--- config.mk ---
export PLATFORM = sky130hd
export DESIGN_NAME = npu_cube_booth_pp_gen
export DESIGN_NICKNAME = d
export VERILOG_FILES = /design/src/rtl/npu_cube_booth_pp_gen.sv
export SDC_FILE = /design/constraint.sdc
export NUM_CORES = 1
export LEC_CHECK = 0
export ABC_CLOCK_PERIOD_IN_PS = 12610
export CAP_MARGIN = 20
export CORE_ASPECT_RATIO = 1.1
export CORE_MARGIN = 2
export CORE_UTILIZATION = 40
export CTS_BUF_LIST = sky130_fd_sc_hd__clkbuf_4 sky130_fd_sc_hd__clkbuf_8 sky130_fd_sc_hd__clkbuf_16
export DETAILED_ROUTE_END_ITERATION = 7
export GPL_ROUTABILITY_DRIVEN = 0
export PLACE_DENSITY_LB_ADDON = 0.2
export SETUP_SLACK_MARGIN = 0.1
export SLEW_MARGIN = 20
export SYNTH_ARGS = -nofsm -noshare
export SYNTH_HDL_FRONTEND = slang
export SYNTH_SLANG_ARGS = --single-unit
--- constraint.sdc ---
create_clock -name clk -period 12.61 [get_ports clk]
set_input_delay 2.522 -clock clk [delete_from_list [all_inputs] [get_ports clk]]
set_output_delay 2.522 -clock clk [all_outputs]
set_load 0.05 [all_outputs]
--- src/rtl/npu_cube_booth_pp_gen.sv ---
// rtl/npu_cube_booth_pp_gen.sv - pipelined radix-4 Booth partial-product generator
// S1 registers operands plus Booth digit codes; S2 registers the formed rows.
module npu_cube_booth_pp_gen #(
  parameter int DWA              = 8,
  parameter int DWB              = 8,
  parameter int DWPPLEN          = 10,
  parameter int NPU_CUBE_MAC_NUM = 8,
  parameter int DWCNT            = 16
) (
  input  logic                                clk,
  input  logic                                rst,
  input  logic                                in_valid,
  output logic                                in_ready,
  input  logic [DWA*NPU_CUBE_MAC_NUM-1:0]     in_a,
  input  logic [DWB*NPU_CUBE_MAC_NUM-1:0]     in_b,
  input  logic                                in_is_signed,
  output logic                                out_valid,
  input  logic                                out_ready,
  output logic [DWPPLEN*NPU_CUBE_MAC_NUM-1:0] line0,
  output logic [DWPPLEN*NPU_CUBE_MAC_NUM-1:0] line1,
  output logic [DWPPLEN*NPU_CUBE_MAC_NUM-1:0] line2,
  output logic [DWPPLEN*NPU_CUBE_MAC_NUM-1:0] line3,
  output logic [4*NPU_CUBE_MAC_NUM-1:0]       pp_neg,
  output logic [DWA*NPU_CUBE_MAC_NUM-1:0]     line4,
  output logic                                is_signed,
  output logic [DWCNT-1:0]                    beat_cnt
);

  localparam int N    = NPU_CUBE_MAC_NUM;
  localparam int ROWS = DWB / 2;
  localparam int EXT  = DWPPLEN - DWA;

  logic                     s1_valid_q;
  logic                     s2_valid_q;
  logic                     s1_load;
  logic                     s2_load;
  logic [DWA*N-1:0]         s1_a_q;
  logic [DWB*N-1:0]         s1_b_q;
  logic                     s1_signed_q;
  logic [3*ROWS*N-1:0]      s1_code_d;
  logic [3*ROWS*N-1:0]      s1_code_q;
  logic [DWPPLEN*N-1:0]     row_d [ROWS];
  logic [DWPPLEN*N-1:0]     row_q [ROWS];
  logic [ROWS*N-1:0]        neg_d;
  logic [ROWS*N-1:0]        neg_q;
  logic [DWA*N-1:0]         l4_d;
  logic [DWA*N-1:0]         l4_q;
  logic                     s2_signed_q;
  logic [DWCNT-1:0]         cnt_q;

  logic [DWB:0]             bext;
  logic [DWA-1:0]           a_lane;
  logic [DWPPLEN-1:0]       ax;
  logic [DWPPLEN-1:0]       mag;
  logic [2:0]               code;

  // A stage may load when empty or when its occupant leaves this cycle.
  assign s2_load  = ~s2_valid_q | out_ready;
  assign s1_load  = ~s1_valid_q | s2_load;
  assign in_ready = s1_load;

  // Digit code: [2]=negate, [1:0]=00 zero, 01 x1, 10 x2; triplet 111 is a plain zero.
  always_comb begin
    s1_code_d = '0;
    bext      = '0;
    for (int i = 0; i < N; i++) begin
      bext = {in_b[i*DWB +: DWB], 1'b0};
      for (int k = 0; k < ROWS; k++) begin
        case (bext[2*k +: 3])
          3'b001, 3'b010: s1_code_d[(i*ROWS+k)*3 +: 3] = 3'b001;
          3'b011:         s1_code_d[(i*ROWS+k)*3 +: 3] = 3'b010;
          3'b100:         s1_code_d[(i*ROWS+k)*3 +: 3] = 3'b110;
          3'b101, 3'b110: s1_code_d[(i*ROWS+k)*3 +: 3] = 3'b101;
          default:        s1_code_d[(i*ROWS+k)*3 +: 3] = 3'b000;
        endcase
      end
    end
  end

  // Negative rows are emitted as one's complement; the +1 travels on pp_neg.
  always_comb begin
    for (int k = 0; k < ROWS; k++) begin
      row_d[k] = '0;
    end
    neg_d  = '0;
    l4_d   = '0;
    a_lane = '0;
    ax     = '0;
    mag    = '0;
    code   = '0;
    for (int i = 0; i < N; i++) begin
      a_lane = s1_a_q[i*DWA +: DWA];
      ax     = {{EXT{a_lane[DWA-1] & s1_signed_q}}, a_lane};
      for (int k = 0; k < ROWS; k++) begin
        code = s1_code_q[(i*ROWS+k)*3 +: 3];
        if (code[1]) begin
          mag = {ax[DWPPLEN-2:0], 1'b0};
        end else if (code[0]) begin
          mag = ax;
        end else begin
          mag = '0;
        end
        row_d[k][i*DWPPLEN +: DWPPLEN] = code[2] ? ~mag : mag;
        neg_d[i*ROWS+k]                = code[2];
      end
      // Booth reads an unsigned B with its top bit set as negative; add A*2^DWB back.
      if (!s1_signed_q && s1_b_q[i*DWB+DWB-1]) begin
        l4_d[i*DWA +: DWA] = a_lane;
      end
    end
  end

  always_ff @(posedge clk) begin
    if (rst) begin
      s1_valid_q  <= 1'b0;
      s2_valid_q  <= 1'b0;
      s1_a_q      <= '0;
      s1_b_q      <= '0;
      s1_signed_q <= 1'b0;
      s1_code_q   <= '0;
      for (int k = 0; k < ROWS; k++) begin
        row_q[k] <= '0;
      end
      neg_q       <= '0;
      l4_q        <= '0;
      s2_signed_q <= 1'b0;
      cnt_q       <= '0;
    end else begin
      if (s1_load) begin
        s1_valid_q <= in_valid;
        if (in_valid) begin
          s1_a_q      <= in_a;
          s1_b_q      <= in_b;
          s1_signed_q <= in_is_signed;
          s1_code_q   <= s1_code_d;
        end
      end
      if (s2_load) begin
        s2_valid_q <= s1_valid_q;
        if (s1_valid_q) begin
          for (int k = 0; k < ROWS; k++) begin
            row_q[k] <= row_d[k];
          end
          neg_q       <= neg_d;
          l4_q        <= l4_d;
          s2_signed_q <= s1_signed_q;
        end
      end
      if (s2_valid_q && out_ready) begin
        cnt_q <= cnt_q + DWCNT'(1);
      end
    end
  end

  assign out_valid = s2_valid_q;
  assign line0     = row_q[0];
  assign line1     = row_q[1];
  assign line2     = row_q[2];
  assign line3     = row_q[3];
  assign pp_neg    = neg_q;
  assign line4     = l4_q;
  assign is_signed = s2_signed_q;
  assign beat_cnt  = cnt_q;

endmodule

==> report_table.html, run 1 <==
<table>
<tr><th>Metric</th><th>Value</th></tr>
<tr><th colspan="2">Floorplan</th></tr>
<tr><td>Site row count</td><td>100</td></tr>
<tr><td>Standard cell core area</td><td>0.06782 mm^2</td></tr>
<tr><td>Die Y-Extent</td><td>279.0 um</td></tr>
<tr><td>Die area</td><td>0.07086 mm^2</td></tr>
<tr><td>Floorplan die width</td><td>254.0 um</td></tr>
<tr><td># IOs</td><td>568</td></tr>
<tr><td>Starting utilization of the core area</td><td>0.4055</td></tr>
<tr><th colspan="2">Synthesis</th></tr>
<tr><td>Commonest cells in the netlist</td><td>sky130_fd_sc_hd__nor2_1, sky130_fd_sc_hd__nand2_1, sky130_fd_sc_hd__edfxtp_1</td></tr>
<tr><td>Number of nets produced by synthesis</td><td>2,865</td></tr>
<tr><td>Post-synthesis instance area</td><td>0.02750 mm^2</td></tr>
<tr><td>Area fraction of the dominant cell type after synthesis</td><td>0.3495</td></tr>
<tr><td>Cells after Synth</td><td>2,727</td></tr>
<tr><td>Warnings, synthesis</td><td>0</td></tr>
<tr><td>Top area cells in the synthesized netlist</td><td>sky130_fd_sc_hd__edfxtp_1, sky130_fd_sc_hd__dfxtp_1, sky130_fd_sc_hd__xor2_1, sky130_fd_sc_hd__nor2_1, sky130_fd_sc_hd__a22oi_1</td></tr>
<tr><td>Avg Inst Size Synth</td><td>10.08 um^2</td></tr>
<tr><td>Total of flip-flops plus latches after synthesis</td><td>604</td></tr>
<tr><td>Most used flip-flop cell after synthesis</td><td>sky130_fd_sc_hd__edfxtp_1</td></tr>
<tr><td>EDFF count, synth</td><td>320</td></tr>
<tr><td>Ys async rst share</td><td>0</td></tr>
<tr><td>Sequential-to-total area share from yosys stat</td><td>0.5562</td></tr>
<tr><td>Count leader, synth</td><td>sky130_fd_sc_hd__nor2_1</td></tr>
<tr><td>Cell taking the most area after synthesis</td><td>sky130_fd_sc_hd__edfxtp_1</td></tr>
<tr><td>Synth cell types</td><td>41</td></tr>
<tr><th colspan="2">Timing</th></tr>
<tr><td>Unrepaired setup endpoints after global routing</td><td>false</td></tr>
<tr><td>Number of max-slew violations in the final report</td><td>0</td></tr>
<tr><td>Final clock period utilization by the worst path</td><td>0.5481</td></tr>
<tr><td>Relative max-transition margin</td><td>0.2749</td></tr>
<tr><td>Final min period</td><td>6912 ps</td></tr>
<tr><td>Number of setup violations in the final report</td><td>0</td></tr>
<tr><td>Slew at the pin closest to its max-slew limit</td><td>1088 ps</td></tr>
<tr><td>Clock tree skew after final layout</td><td>22.00 ps</td></tr>
<tr><td>Final number of hold-violating endpoints</td><td>0</td></tr>
<tr><td>TNS Setup</td><td>0 ps</td></tr>
<tr><td>Highest Clock Rate</td><td>0.1447 GHz</td></tr>
<tr><th colspan="2">Pwr</th></tr>
<tr><td>Switching share of total power</td><td>0.2758</td></tr>
<tr><td>Pleak</td><td>12.14 nW</td></tr>
<tr><td>Fraction of power consumed by the clock network</td><td>0.403</td></tr>
<tr><td>Cell area power density</td><td>141.1 mW/mm^2</td></tr>
<tr><td>Portion of total power attributed to sequential cells</td><td>0.457</td></tr>
<tr><td>Internal power</td><td>0.003639 W</td></tr>
<tr><td>Sw power</td><td>0.001386 W</td></tr>
<tr><td>Maximum vdd ir drop</td><td>0.09672 mV</td></tr>
<tr><td>Combinational power share</td><td>0.139</td></tr>
<tr><td>Total power consumption of the routed design</td><td>0.005024 W</td></tr>
<tr><th colspan="2">Clock tree</th></tr>
<tr><td>Clock buffer count from CTS</td><td>67</td></tr>
<tr><td>Depth of the CTS H-tree</td><td>3</td></tr>
<tr><td>Hold-fix buffer count after cts</td><td>0</td></tr>
<tr><td>Clk Latency, worst-skew pair</td><td>590 ps</td></tr>
<tr><td>Cts repair resizes</td><td>0</td></tr>
<tr><td>CTS sink count</td><td>604</td></tr>
<tr><td>Clock slew seen by the registers of the worst setup and hold paths</td><td>50 ps</td></tr>
<tr><td>TritonCTS clock tree</td><td>built</td></tr>
<tr><td>Clock Tree Root</td><td>sky130_fd_sc_hd__clkbuf_16</td></tr>
<tr><td>Maximum clock insertion buffer count</td><td>3</td></tr>
<tr><td>Post-CTS Setup Repair Bufs</td><td>0</td></tr>
<tr><th colspan="2">Worst setup path</th></tr>
<tr><td>Library cell appearing most often on the critical path</td><td>sky130_fd_sc_hd__clkdlybuf4s50_1</td></tr>
<tr><td>CP peak stage delay</td><td>890 ps</td></tr>
<tr><td>Timing endpoint of the critical path</td><td>in_ready</td></tr>
<tr><td>Largest fanout of any net on the critical path</td><td>9</td></tr>
<tr><td>Number of cell instances on the worst register-to-register path</td><td>5</td></tr>
<tr><td>Worst reg2reg startpoint</td><td>out_valid$_SDFFE_PP0P_</td></tr>
<tr><td>Worst-path cell chain</td><td>clkdlybuf4s50_1 -&gt; nand3b_4 -&gt; clkdlybuf4s50_1</td></tr>
<tr><td>Type of element launching the critical path</td><td>primary input</td></tr>
<tr><td>Launch point of the worst path</td><td>out_ready</td></tr>
<tr><td>Reg-to-reg critical path endpoint</td><td>row_q[2][49]$_SDFFCE_PN0P_</td></tr>
<tr><td>Capturing element type of the critical path</td><td>primary output</td></tr>
<tr><td>Type of the worst setup path</td><td>in2out</td></tr>
<tr><td>Required arrival time at the worst endpoint</td><td>10,090 ps</td></tr>
<tr><td>Max stage delay cell, worst path</td><td>sky130_fd_sc_hd__clkdlybuf4s50_1</td></tr>
<tr><td>Data arrival, critical path</td><td>4390 ps</td></tr>
<tr><td>Setup slack, reg-to-reg</td><td>9060 ps</td></tr>
<tr><th colspan="2">Routing</th></tr>
<tr><td>Vias</td><td>21,430</td></tr>
<tr><td>WL per Instance</td><td>20.20 um</td></tr>
<tr><td>Number of DRC markers in iteration 0</td><td>1,563</td></tr>
<tr><td>Final routed wirelength across all metal layers</td><td>82.41 mm</td></tr>
<tr><td>Via density per instance</td><td>5.254</td></tr>
<tr><td>1st-pass router iterations</td><td>5</td></tr>
<tr><td>Post-route DRC violation count</td><td>0</td></tr>
<tr><td>Antenna-violating nets left</td><td>0</td></tr>
<tr><th colspan="2">Global route</th></tr>
<tr><td>Global Route Usage Sum</td><td>0.2266</td></tr>
<tr><td>Most used routing layer in global routing</td><td>met2</td></tr>
<tr><td>Wire length of the first global-routing pass</td><td>124.5 mm</td></tr>
<tr><td>GRT met2 Usage</td><td>0.3765</td></tr>
<tr><td>Aggregate global routing overflow</td><td>0</td></tr>
<tr><td>Via count of the first global-routing pass</td><td>20,870</td></tr>
<tr><td>Met3 Resource Use GR</td><td>0.05994</td></tr>
<tr><td>Grt met1 use</td><td>0.2771</td></tr>
<tr><td>Antenna violations before repair</td><td>12</td></tr>
<tr><td>Pin count of the biggest net entering global routing</td><td>101</td></tr>
<tr><th colspan="2">Finish</th></tr>
<tr><td>Util after Layout</td><td>0.5252</td></tr>
<tr><td>Fraction of final layout cells sized beyond drive strength 1</td><td>0.05073</td></tr>
<tr><td>Synth-to-layout area growth</td><td>29.53%</td></tr>
<tr><td>Net count of the finished layout</td><td>3,238</td></tr>
<tr><th colspan="2">Place</th></tr>
<tr><td>DP Wirelength</td><td>56.72 mm</td></tr>
<tr><td>Number of port buffers</td><td>567</td></tr>
<tr><th colspan="2">Min path</th></tr>
<tr><td>Hold WC Path Type</td><td>reg2reg</td></tr>
<tr><td>Start point of the worst hold path</td><td>s1_signed_q$_SDFFE_PP0P_</td></tr>
<tr><th colspan="2">Job</th></tr>
<tr><td>Max_cap viols</td><td>0</td></tr>
<tr><th colspan="2">Status</th></tr>
<tr><td>Outcome</td><td>completed</td></tr>
</table>
[per-layer routing]
| metal | part of all wire | vias up |
|---|---|---|
| met4 | 0.035 | 12 |
| met2 | 0.49 | 761 |
| met5 | 0.0010 | - |
| li1 | - | 10120 |
| met1 | 0.40 | 10380 |
| met3 | 0.078 | 158 |
[per-stage QoR]
stage | hold slack, ps | cell area (um^2) | setup slack [ps] | cells
2_1_floorplan | 430.6 | 27500 | 2530 | 2727
3_3_place_gp | 439.5 | 33280 | 5702 | 3949
3_5_place_dp | 441.5 | 33280 | 5685 | 3949
4_1_cts | 452.8 | 35600 | 5676 | 4072
5_1_grt | 474.7 | 35610 | 5645 | 4077
6_report | 453.6 | 35620 | 5698 | 4079
[registers in the layout, indices dropped and copies added (netlist names), 8 cells and up]
signal     cells
line4         64
pp_neg        32
s1_b_q         8
s1_a_q        64
row_q        320
beat_cnt      16
s1_code_q     96
[layout make-up]
class,count,area [um^2]
tap,918,1149
multi-input combinational,1838,11020
timing repair buffer,582,5793
clock inverter,25,281.5
sequential,604,15300
clock buffer,98,2029
antenna,7,17.52
inverter,7,33.78
fill,6076,32200
[cell families (layout without fill, tap and decap cells)]
| kind of cell | count (synthesis) | count (layout) | share of synthesized area |
|---|---|---|---|
| and+or+nand+nor | 914 | 914 | 0.1451 |
| DFF | 604 | 604 | 0.5562 |
| AOI/OAI and AO/OA | 563 | 563 | 0.1386 |
| xor gates and xnor gates | 355 | 355 | 0.1131 |
| buffers and inverters | 285 | 712 | 0.04437 |
| adders and majority gates | 5 | 5 | 0.002275 |
| muxes | 1 | 1 | 0.0003640 |
| other | 0 | 7 | 0 |
[power groups by stage]
stage          combinational, W  clock [W]  sequential, W
2_1_floorplan          0.000292          0        0.00250
3_3_place_gp           0.000695          0        0.00234
3_5_place_dp           0.000701          0        0.00234
4_1_cts                0.000704    0.00207        0.00230
5_1_grt                0.000742    0.00214        0.00231
6_report               0.000700    0.00203        0.00230
[cell usage in the layout (no fill, tap or decap), types with 6 or more instances in the layout]
cell type / instances
sky130_fd_sc_hd__edfxtp_1: 320
sky130_fd_sc_hd__a311oi_1: 12
sky130_fd_sc_hd__a22oi_1: 196
sky130_fd_sc_hd__buf_4: 14
sky130_fd_sc_hd__clkdlybuf4s50_1: 566
sky130_fd_sc_hd__clkinv_1: 8
sky130_fd_sc_hd__inv_1: 6
sky130_fd_sc_hd__o21ai_0: 62
sky130_fd_sc_hd__and2_1: 8
sky130_fd_sc_hd__nand2_1: 334
sky130_fd_sc_hd__a211oi_1: 35
sky130_fd_sc_hd__or3b_2: 11
sky130_fd_sc_hd__diode_2: 7
sky130_fd_sc_hd__nor3_1: 15
sky130_fd_sc_hd__nor2b_1: 64
sky130_fd_sc_hd__nand3b_1: 20
sky130_fd_sc_hd__xor2_1: 264
sky130_fd_sc_hd__clkbuf_4: 19
sky130_fd_sc_hd__clkbuf_8: 8
sky130_fd_sc_hd__nor2_1: 403
sky130_fd_sc_hd__xnor2_1: 91
sky130_fd_sc_hd__nand3_1: 29
sky130_fd_sc_hd__clkbuf_16: 71
sky130_fd_sc_hd__dfxtp_1: 283
sky130_fd_sc_hd__clkinv_2: 8
sky130_fd_sc_hd__a22o_1: 97
sky130_fd_sc_hd__a21oi_1: 159
[critical path, delay by kind of cell]
family | cells | cell delay, ps
simple gates | 1 | 260
buf+inv | 2 | 1610
[how the worst min path moves through the flow]
stage	endpoint	slack, ps	depth (start not counted)
2_1_floorplan	s1_b_q[15]$_SDFFE_PP0P_	430	2
6_report	s1_signed_q$_SDFFE_PP0P_	450	2
4_1_cts	s1_b_q[7]$_SDFFE_PP0P_	450	2
3_3_place_gp	s1_signed_q$_SDFFE_PP0P_	440	2
3_5_place_dp	s1_b_q[7]$_SDFFE_PP0P_	440	2
5_1_grt	s1_b_q[23]$_SDFFE_PP0P_	470	2
Power figures use the tool's default switching activity.
==> run 2: changes to the inputs <==
ABC_CLOCK_PERIOD_IN_PS = 5700   (was 12610)
clock period = 5.7 ns   (was 12.61 ns; I/O delays follow)
==> run 2 against run 1 <==
Effect of this change:
- setup slack worse by 4100 ps
- sequential cell count unchanged
- die area unchanged
- critical path type unchanged
- critical endpoint unchanged
- largest cell class unchanged
- largest power group unchanged
- highest routed layer unchanged
==> report_table.html, run 2 (synthesized netlist as in run 1, its figures left out) <==
<table>
<tr><th>Metric</th><th>Value</th></tr>
<tr><th colspan="2">Floorplan</th></tr>
<tr><td>Standard cell core area</td><td>0.06782 mm^2</td></tr>
<tr><td>Die area</td><td>0.07086 mm^2</td></tr>
<tr><td># IOs</td><td>568</td></tr>
<tr><td>Die Y-Extent</td><td>279.0 um</td></tr>
<tr><td>Site row count</td><td>100</td></tr>
<tr><td>Floorplan die width</td><td>254.0 um</td></tr>
<tr><td>Starting utilization of the core area</td><td>0.4055</td></tr>
<tr><th colspan="2">Global route</th></tr>
<tr><td>Wire length of the first global-routing pass</td><td>124.5 mm</td></tr>
<tr><td>Pin count of the biggest net entering global routing</td><td>159</td></tr>
<tr><td>Met3 Resource Use GR</td><td>0.04866</td></tr>
<tr><td>Global Route Usage Sum</td><td>0.2274</td></tr>
<tr><td>Most used routing layer in global routing</td><td>met2</td></tr>
<tr><td>Antenna violations before repair</td><td>12</td></tr>
<tr><td>Via count of the first global-routing pass</td><td>20,470</td></tr>
<tr><td>GRT met2 Usage</td><td>0.3873</td></tr>
<tr><td>Aggregate global routing overflow</td><td>0</td></tr>
<tr><td>Grt met1 use</td><td>0.2905</td></tr>
<tr><th colspan="2">Timing</th></tr>
<tr><td>Unrepaired setup endpoints after global routing</td><td>false</td></tr>
<tr><td>Final min period</td><td>4079 ps</td></tr>
<tr><td>Final number of hold-violating endpoints</td><td>0</td></tr>
<tr><td>Slew at the pin closest to its max-slew limit</td><td>1142 ps</td></tr>
<tr><td>Final clock period utilization by the worst path</td><td>0.7157</td></tr>
<tr><td>Relative max-transition margin</td><td>0.2385</td></tr>
<tr><td>Highest Clock Rate</td><td>0.2451 GHz</td></tr>
<tr><td>Number of max-slew violations in the final report</td><td>0</td></tr>
<tr><td>Number of setup violations in the final report</td><td>0</td></tr>
<tr><td>WHS</td><td>453.1 ps</td></tr>
<tr><td>Clock tree skew after final layout</td><td>18.47 ps</td></tr>
<tr><th colspan="2">Worst setup path</th></tr>
<tr><td>Setup slack, reg-to-reg</td><td>3090 ps</td></tr>
<tr><td>Data arrival, critical path</td><td>2940 ps</td></tr>
<tr><td>Capturing element type of the critical path</td><td>primary output</td></tr>
<tr><td>Launch point of the worst path</td><td>out_ready</td></tr>
<tr><td>Max stage delay cell, worst path</td><td>sky130_fd_sc_hd__clkdlybuf4s50_1</td></tr>
<tr><td>CP peak stage delay</td><td>830 ps</td></tr>
<tr><td>Largest fanout of any net on the critical path</td><td>9</td></tr>
<tr><td>Required arrival time at the worst endpoint</td><td>4560 ps</td></tr>
<tr><td>Worst-path cell chain</td><td>clkdlybuf4s50_1 -&gt; nand3b_4 -&gt; clkdlybuf4s50_1</td></tr>
<tr><td>Library cell appearing most often on the critical path</td><td>sky130_fd_sc_hd__clkdlybuf4s50_1</td></tr>
<tr><td>Buffers and inverters on the worst path</td><td>2</td></tr>
<tr><td>Number of cell instances on the worst register-to-register path</td><td>4</td></tr>
<tr><td>Reg-to-reg critical path endpoint</td><td>row_q[1][8]$_SDFFCE_PN0P_</td></tr>
<tr><td>Type of element launching the critical path</td><td>primary input</td></tr>
<tr><td>Type of the worst setup path</td><td>in2out</td></tr>
<tr><td>Worst reg2reg startpoint</td><td>out_valid$_SDFFE_PP0P_</td></tr>
<tr><td>Critical path depth in cells</td><td>3</td></tr>
<tr><td>Family with the most delay on the worst path</td><td>buffers and inverters</td></tr>
<tr><th colspan="2">Clock tree</th></tr>
<tr><td>TritonCTS clock tree</td><td>built</td></tr>
<tr><td>Depth of the CTS H-tree</td><td>2</td></tr>
<tr><td>Cts repair resizes</td><td>0</td></tr>
<tr><td>Clock Tree Root</td><td>sky130_fd_sc_hd__clkbuf_16</td></tr>
<tr><td>Post-CTS Setup Repair Bufs</td><td>0</td></tr>
<tr><td>Hold-fix buffer count after cts</td><td>0</td></tr>
<tr><td>CTS sink count</td><td>604</td></tr>
<tr><td>Clock buffer count from CTS</td><td>61</td></tr>
<tr><td>Clk Latency, worst-skew pair</td><td>630 ps</td></tr>
<tr><td>Maximum clock insertion buffer count</td><td>3</td></tr>
<tr><td>Clock slew seen by the registers of the worst setup and hold paths</td><td>60 ps</td></tr>
<tr><th colspan="2">Finish</th></tr>
<tr><td>Fraction of final layout cells sized beyond drive strength 1</td><td>0.05113</td></tr>
<tr><td>Commonest cells after routing, fill and taps aside</td><td>sky130_fd_sc_hd__clkdlybuf4s50_1, sky130_fd_sc_hd__nor2_1, sky130_fd_sc_hd__nand2_1</td></tr>
<tr><td>Max reg flops</td><td>320</td></tr>
<tr><td>Synth-to-layout area growth</td><td>29.30%</td></tr>
<tr><td>Util after Layout</td><td>0.5243</td></tr>
<tr><td>Top flop regs</td><td>row_q x320, s1_code_q x96</td></tr>
<tr><td>Largest register by flop count</td><td>row_q</td></tr>
<tr><td>Most common cell after layout, fill and taps aside</td><td>sky130_fd_sc_hd__clkdlybuf4s50_1</td></tr>
<tr><td>Cell area after layout</td><td>0.03556 mm^2</td></tr>
<tr><td>Net count of the finished layout</td><td>3,235</td></tr>
<tr><th colspan="2">Pwr</th></tr>
<tr><td>Cell area power density</td><td>306.9 mW/mm^2</td></tr>
<tr><td>Total power consumption of the routed design</td><td>0.01091 W</td></tr>
<tr><td>Pleak</td><td>12.12 nW</td></tr>
<tr><td>Maximum vdd ir drop</td><td>0.2223 mV</td></tr>
<tr><th colspan="2">Place</th></tr>
<tr><td>DP Wirelength</td><td>57.25 mm</td></tr>
<tr><td>Number of port buffers</td><td>567</td></tr>
<tr><td>Placed cell areas</td><td>0.03337 mm^2</td></tr>
<tr><th colspan="2">Routing</th></tr>
<tr><td>Number of DRC markers in iteration 0</td><td>1,732</td></tr>
<tr><td>Vias</td><td>21,410</td></tr>
<tr><td>1st-pass router iterations</td><td>6</td></tr>
<tr><td>WL per Instance</td><td>20.50 um</td></tr>
<tr><td>Post-route DRC violation count</td><td>0</td></tr>
<tr><td>Via density per instance</td><td>5.260</td></tr>
<tr><td>Final routed wirelength across all metal layers</td><td>83.44 mm</td></tr>
<tr><td>Antenna-violating nets left</td><td>0</td></tr>
<tr><th colspan="2">Min path</th></tr>
<tr><td>Hold WC Path Type</td><td>reg2reg</td></tr>
<tr><td>Count of cells along the worst hold path</td><td>2</td></tr>
<tr><td>Start point of the worst hold path</td><td>s1_b_q[7]$_SDFFE_PP0P_</td></tr>
<tr><td>Hold EP</td><td>s1_b_q[7]$_SDFFE_PP0P_</td></tr>
<tr><th colspan="2">Job</th></tr>
<tr><td>Max_cap viols</td><td>0</td></tr>
<tr><th colspan="2">Status</th></tr>
<tr><td>Outcome</td><td>completed</td></tr>
</table>
## run 2: cell types whose count changed in the layout (fill, tap and decap cells not counted), sizes merged
cell	change
diode	-3
bufinv	+1
inv	+1
clkinvlp	+1
buf	+3
clkbuf	-11
## run 2: final cells by class
cell class                      count  area, um^2
Antenna cell                        4       10.01
Fill cell                        6030       32260
Inverter                            7       30.03
Sequential cell                   604       15300
Clock buffer                       87        1853
Tap cell                          918        1149
Timing Repair Buffer              585        5899
Clock inverter                     28       301.5
Multi-Input combinational cell   1838       11020
## run 2: per-stage QoR
step                      setup TNS (ps)  cells  worst slack (ps)
after CTS                              0   4066              1615
after global routing                   0   4071              1586
after floorplan                  -436220   2727             -1363
after detailed placement               0   3951              1618
after global placement                 0   3951              1619
final                                  0   4071              1621
## run 2: worst reg2reg max path: cells and delay by family (launching register included)
family / cells / cell delay, ps
buf+inv: 1 / 700
flops: 1 / 700
simple gates: 3 / 940
## run 2: worst max-delay path by stage
stage	to	slack [ps]
after floorplan	row_q[0][0]$_SDFFCE_PN0P_	-1360
after global placement	in_ready	1620
after detailed placement	in_ready	1620
after CTS	in_ready	1620
after global routing	in_ready	1590
final	in_ready	1620
## run 2: routing by layer
metal / wire length [um] / vias to the layer above
met5: 88 / -
met4: 2178 / 14
met3: 6676 / 131
met2: 41180 / 853
met1: 33310 / 10290
li1: - / 10120
## run 2: report_power, final
group	internal, W	switching [W]	total, W
Sequential	0.00481	0.000298	0.00511
Clock	0.00253	0.00173	0.00426
Combinational	0.000534	0.00101	0.00154
Total	0.00788	0.00303	0.0109
==> run 3: changes to the inputs <==
ABC_CLOCK_PERIOD_IN_PS = 3530   (was 5700)
clock period = 3.53 ns   (was 5.7 ns; I/O delays follow)
==> run 3 against run 2 <==
Effect of this change:
- utilization grew 0.32 points
- via count grew 0.51%
- final area grew 0.62%
- sequential cell count is the same
- clock skew grew 0.86 ps
- cell count grew 0.54%
- routed wire length grew 0.15%
- worst hold slack gained 9.5 ps
- total power grew 61%
- die area is the same
- combinational power grew 63%
- count of clock-buffer cells in the layout shrank 2
- largest cell class unchanged
==> report_table.html, run 3 (synthesized netlist as in run 1, its figures left out) <==
<table>
<tr><th>Metric</th><th>Value</th></tr>
<tr><th colspan="2">Timing</th></tr>
<tr><td>Slew at the pin closest to its max-slew limit</td><td>1003 ps</td></tr>
<tr><td>Highest Clock Rate</td><td>0.3445 GHz</td></tr>
<tr><td>Final min period</td><td>2903 ps</td></tr>
<tr><td>Relative max-transition margin</td><td>0.3316</td></tr>
<tr><td>Number of setup violations in the final report</td><td>0</td></tr>
<tr><td>TNS Setup</td><td>0 ps</td></tr>
<tr><td>Clock tree skew after final layout</td><td>19.32 ps</td></tr>
<tr><td>Final clock period utilization by the worst path</td><td>0.8224</td></tr>
<tr><td>Number of max-slew violations in the final report</td><td>0</td></tr>
<tr><td>Unrepaired setup endpoints after global routing</td><td>false</td></tr>
<tr><td>Final number of hold-violating endpoints</td><td>0</td></tr>
<tr><th colspan="2">Min path</th></tr>
<tr><td>Count of cells along the worst hold path</td><td>2</td></tr>
<tr><td>Hold WC Path Type</td><td>reg2reg</td></tr>
<tr><th colspan="2">Clock tree</th></tr>
<tr><td>Maximum clock insertion buffer count</td><td>3</td></tr>
<tr><td>Clock Tree Root</td><td>sky130_fd_sc_hd__clkbuf_16</td></tr>
<tr><td>Hold-fix buffer count after cts</td><td>0</td></tr>
<tr><td>Depth of the CTS H-tree</td><td>2</td></tr>
<tr><td>Clock slew seen by the registers of the worst setup and hold paths</td><td>70 ps</td></tr>
<tr><td>Cts repair resizes</td><td>0</td></tr>
<tr><td>Clock buffer count from CTS</td><td>61</td></tr>
<tr><td>TritonCTS clock tree</td><td>built</td></tr>
<tr><td>CTS sink count</td><td>604</td></tr>
<tr><td>Post-CTS Setup Repair Bufs</td><td>0</td></tr>
<tr><td>Clk Latency, worst-skew pair</td><td>640 ps</td></tr>
<tr><th colspan="2">Pwr</th></tr>
<tr><td>Cell area power density</td><td>491.5 mW/mm^2</td></tr>
<tr><td>Combinational power share</td><td>0.143</td></tr>
<tr><td>Fraction of power consumed by the clock network</td><td>0.388</td></tr>
<tr><td>Pleak</td><td>12.22 nW</td></tr>
<tr><td>Total power consumption of the routed design</td><td>0.01758 W</td></tr>
<tr><td>Switching share of total power</td><td>0.2827</td></tr>
<tr><td>Portion of total power attributed to sequential cells</td><td>0.469</td></tr>
<tr><td>Internal power</td><td>0.01261 W</td></tr>
<tr><td>Sw power</td><td>0.004971 W</td></tr>
<tr><td>Maximum vdd ir drop</td><td>0.3728 mV</td></tr>
<tr><th colspan="2">Finish</th></tr>
<tr><td>Finished Layout Cells</td><td>4,093</td></tr>
<tr><td>Fraction of final layout cells sized beyond drive strength 1</td><td>0.05868</td></tr>
<tr><td>Net count of the finished layout</td><td>3,255</td></tr>
<tr><td>Cell area after layout</td><td>0.03578 mm^2</td></tr>
<tr><td>Max reg flops</td><td>320</td></tr>
<tr><td>Commonest cells after routing, fill and taps aside</td><td>sky130_fd_sc_hd__clkdlybuf4s50_1, sky130_fd_sc_hd__nor2_1, sky130_fd_sc_hd__nand2_1</td></tr>
<tr><td>Fillcell total</td><td>6,016</td></tr>
<tr><td>Top flop regs</td><td>row_q x320, s1_code_q x96</td></tr>
<tr><td>Largest register by flop count</td><td>row_q</td></tr>
<tr><td>Most common cell after layout, fill and taps aside</td><td>sky130_fd_sc_hd__clkdlybuf4s50_1</td></tr>
<tr><td>Synth-to-layout area growth</td><td>30.10%</td></tr>
<tr><th colspan="2">Floorplan</th></tr>
<tr><td>Die Y-Extent</td><td>279.0 um</td></tr>
<tr><td>Floorplan die width</td><td>254.0 um</td></tr>
<tr><td>Starting utilization of the core area</td><td>0.4055</td></tr>
<tr><td>Standard cell core area</td><td>0.06782 mm^2</td></tr>
<tr><td># IOs</td><td>568</td></tr>
<tr><td>Die area</td><td>0.07086 mm^2</td></tr>
<tr><td>Site row count</td><td>100</td></tr>
<tr><th colspan="2">Worst setup path</th></tr>
<tr><td>Worst-path cell chain</td><td>clkdlybuf4s50_1</td></tr>
<tr><td>Type of the worst setup path</td><td>reg2out</td></tr>
<tr><td>Data arrival, critical path</td><td>2200 ps</td></tr>
<tr><td>Number of cell instances on the worst register-to-register path</td><td>5</td></tr>
<tr><td>Family with the most delay on the worst path</td><td>buffers and inverters</td></tr>
<tr><td>CP peak stage delay</td><td>1050 ps</td></tr>
<tr><td>Type of element launching the critical path</td><td>flip-flop</td></tr>
<tr><td>Largest fanout of any net on the critical path</td><td>10</td></tr>
<tr><td>Capturing element type of the critical path</td><td>primary output</td></tr>
<tr><td>Required arrival time at the worst endpoint</td><td>2820 ps</td></tr>
<tr><td>Buffers and inverters on the worst path</td><td>1</td></tr>
<tr><td>Max stage delay cell, worst path</td><td>sky130_fd_sc_hd__clkdlybuf4s50_1</td></tr>
<tr><td>Critical path depth in cells</td><td>1</td></tr>
<tr><th colspan="2">Routing</th></tr>
<tr><td>Number of DRC markers in iteration 0</td><td>1,586</td></tr>
<tr><td>WL per Instance</td><td>20.42 um</td></tr>
<tr><td>Post-route DRC violation count</td><td>0</td></tr>
<tr><td>1st-pass router iterations</td><td>6</td></tr>
<tr><td>Met1 wire length</td><td>33.91 mm</td></tr>
<tr><td>Vias</td><td>21,520</td></tr>
<tr><td>Met3 wire length</td><td>5.864 mm</td></tr>
<tr><td>Top Metal Used</td><td>met5</td></tr>
<tr><td>Antenna-violating nets left</td><td>0</td></tr>
<tr><td>Via density per instance</td><td>5.259</td></tr>
<tr><td>WL met2</td><td>41.59 mm</td></tr>
<tr><td>Final routed wirelength across all metal layers</td><td>83.56 mm</td></tr>
<tr><th colspan="2">Global route</th></tr>
<tr><td>Global Route Usage Sum</td><td>0.2297</td></tr>
<tr><td>Via count of the first global-routing pass</td><td>20,690</td></tr>
<tr><td>Wire length of the first global-routing pass</td><td>125.7 mm</td></tr>
<tr><td>Pin count of the biggest net entering global routing</td><td>105</td></tr>
<tr><td>Aggregate global routing overflow</td><td>0</td></tr>
<tr><td>Antenna violations before repair</td><td>9</td></tr>
<tr><th colspan="2">Place</th></tr>
<tr><td>Number of port buffers</td><td>567</td></tr>
<tr><td>Number of cells in the design after placement</td><td>3,972</td></tr>
<tr><td>DP Wirelength</td><td>59.21 mm</td></tr>
<tr><td>Placed cell areas</td><td>0.03360 mm^2</td></tr>
<tr><th colspan="2">Job</th></tr>
<tr><td>Max_cap viols</td><td>0</td></tr>
<tr><th colspan="2">Status</th></tr>
<tr><td>Outcome</td><td>completed</td></tr>
</table>
run 3: cell types whose count changed in the layout (fill, tap and decap cells not counted), sizes merged:
cell / delta
inv: +3
buf: +21
clkbuf: -2
clkinvlp: +3
diode: +1
clkdlybuf4s50: -1
bufinv: -3
run 3: power by group through the flow:
stage	clock network [W]	registers, W	logic, W
global route	0.00724	0.00829	0.00266
detailed placement	0	0.00839	0.00252
floorplan	0	0.00891	0.00105
CTS	0.00694	0.00825	0.00253
global placement	0	0.00839	0.00249
finish	0.00683	0.00825	0.00251
run 3: per-stage QoR:
| step | utilization | hold slack, ps | worst slack (ps) |
|---|---|---|---|
| final | 0.5275 | 462.5 | 626.9 |
| after floorplan | - | 430.6 | -3099 |
| after detailed placement | 0.4955 | 453.5 | 500.6 |
| after global routing | 0.5275 | 484.2 | 590.8 |
| after CTS | 0.5274 | 462.5 | 604.0 |
| after global placement | 0.4955 | 438.1 | 600.7 |
run 3: worst register-to-register path: stages, from the launching register on:
cell and delay [ps]:
sky130_fd_sc_hd__dfxtp_4 810, sky130_fd_sc_hd__buf_4 330, sky130_fd_sc_hd__and2_1 220, sky130_fd_sc_hd__o21ai_0 120, sky130_fd_sc_hd__xor2_1 160, sky130_fd_sc_hd__nor2_1 60
run 3: path summary, 6_finish.rpt:
path / startpoint / to / slack (ps)
max: out_valid$_SDFFE_PP0P_ / out_valid / 630
min: s1_b_q[23]$_SDFFE_PP0P_ / s1_b_q[23]$_SDFFE_PP0P_ / 460
max reg2reg: s1_signed_q$_SDFFE_PP0P_ / row_q[2][49]$_SDFFCE_PN0P_ / 1580
min reg2reg: s1_b_q[23]$_SDFFE_PP0P_ / s1_b_q[23]$_SDFFE_PP0P_ / 460
run 3: area by class of cell:
| class | count | area, um^2 | share of cell area |
|---|---|---|---|
| clock buffers | 85 | 1879 | 0.05253 |
| inverters | 7 | 30.03 | 0.0008394 |
| multi-input cells | 1838 | 11020 | 0.3079 |
| flip-flops and latches | 604 | 15300 | 0.4277 |
| well taps | 918 | 1149 | 0.03211 |
| clock inverters | 31 | 279.0 | 0.007799 |
| diodes | 5 | 12.51 | 0.0003497 |
| repair buffers | 605 | 6110 | 0.1708 |
run 3: routing by layer:
metal,track usage,up-vias
met1,0.2971,10390
met3,0.04148,140
met5,0,-
met2,0.3897,793
li1,-,10190
met4,0.07044,8
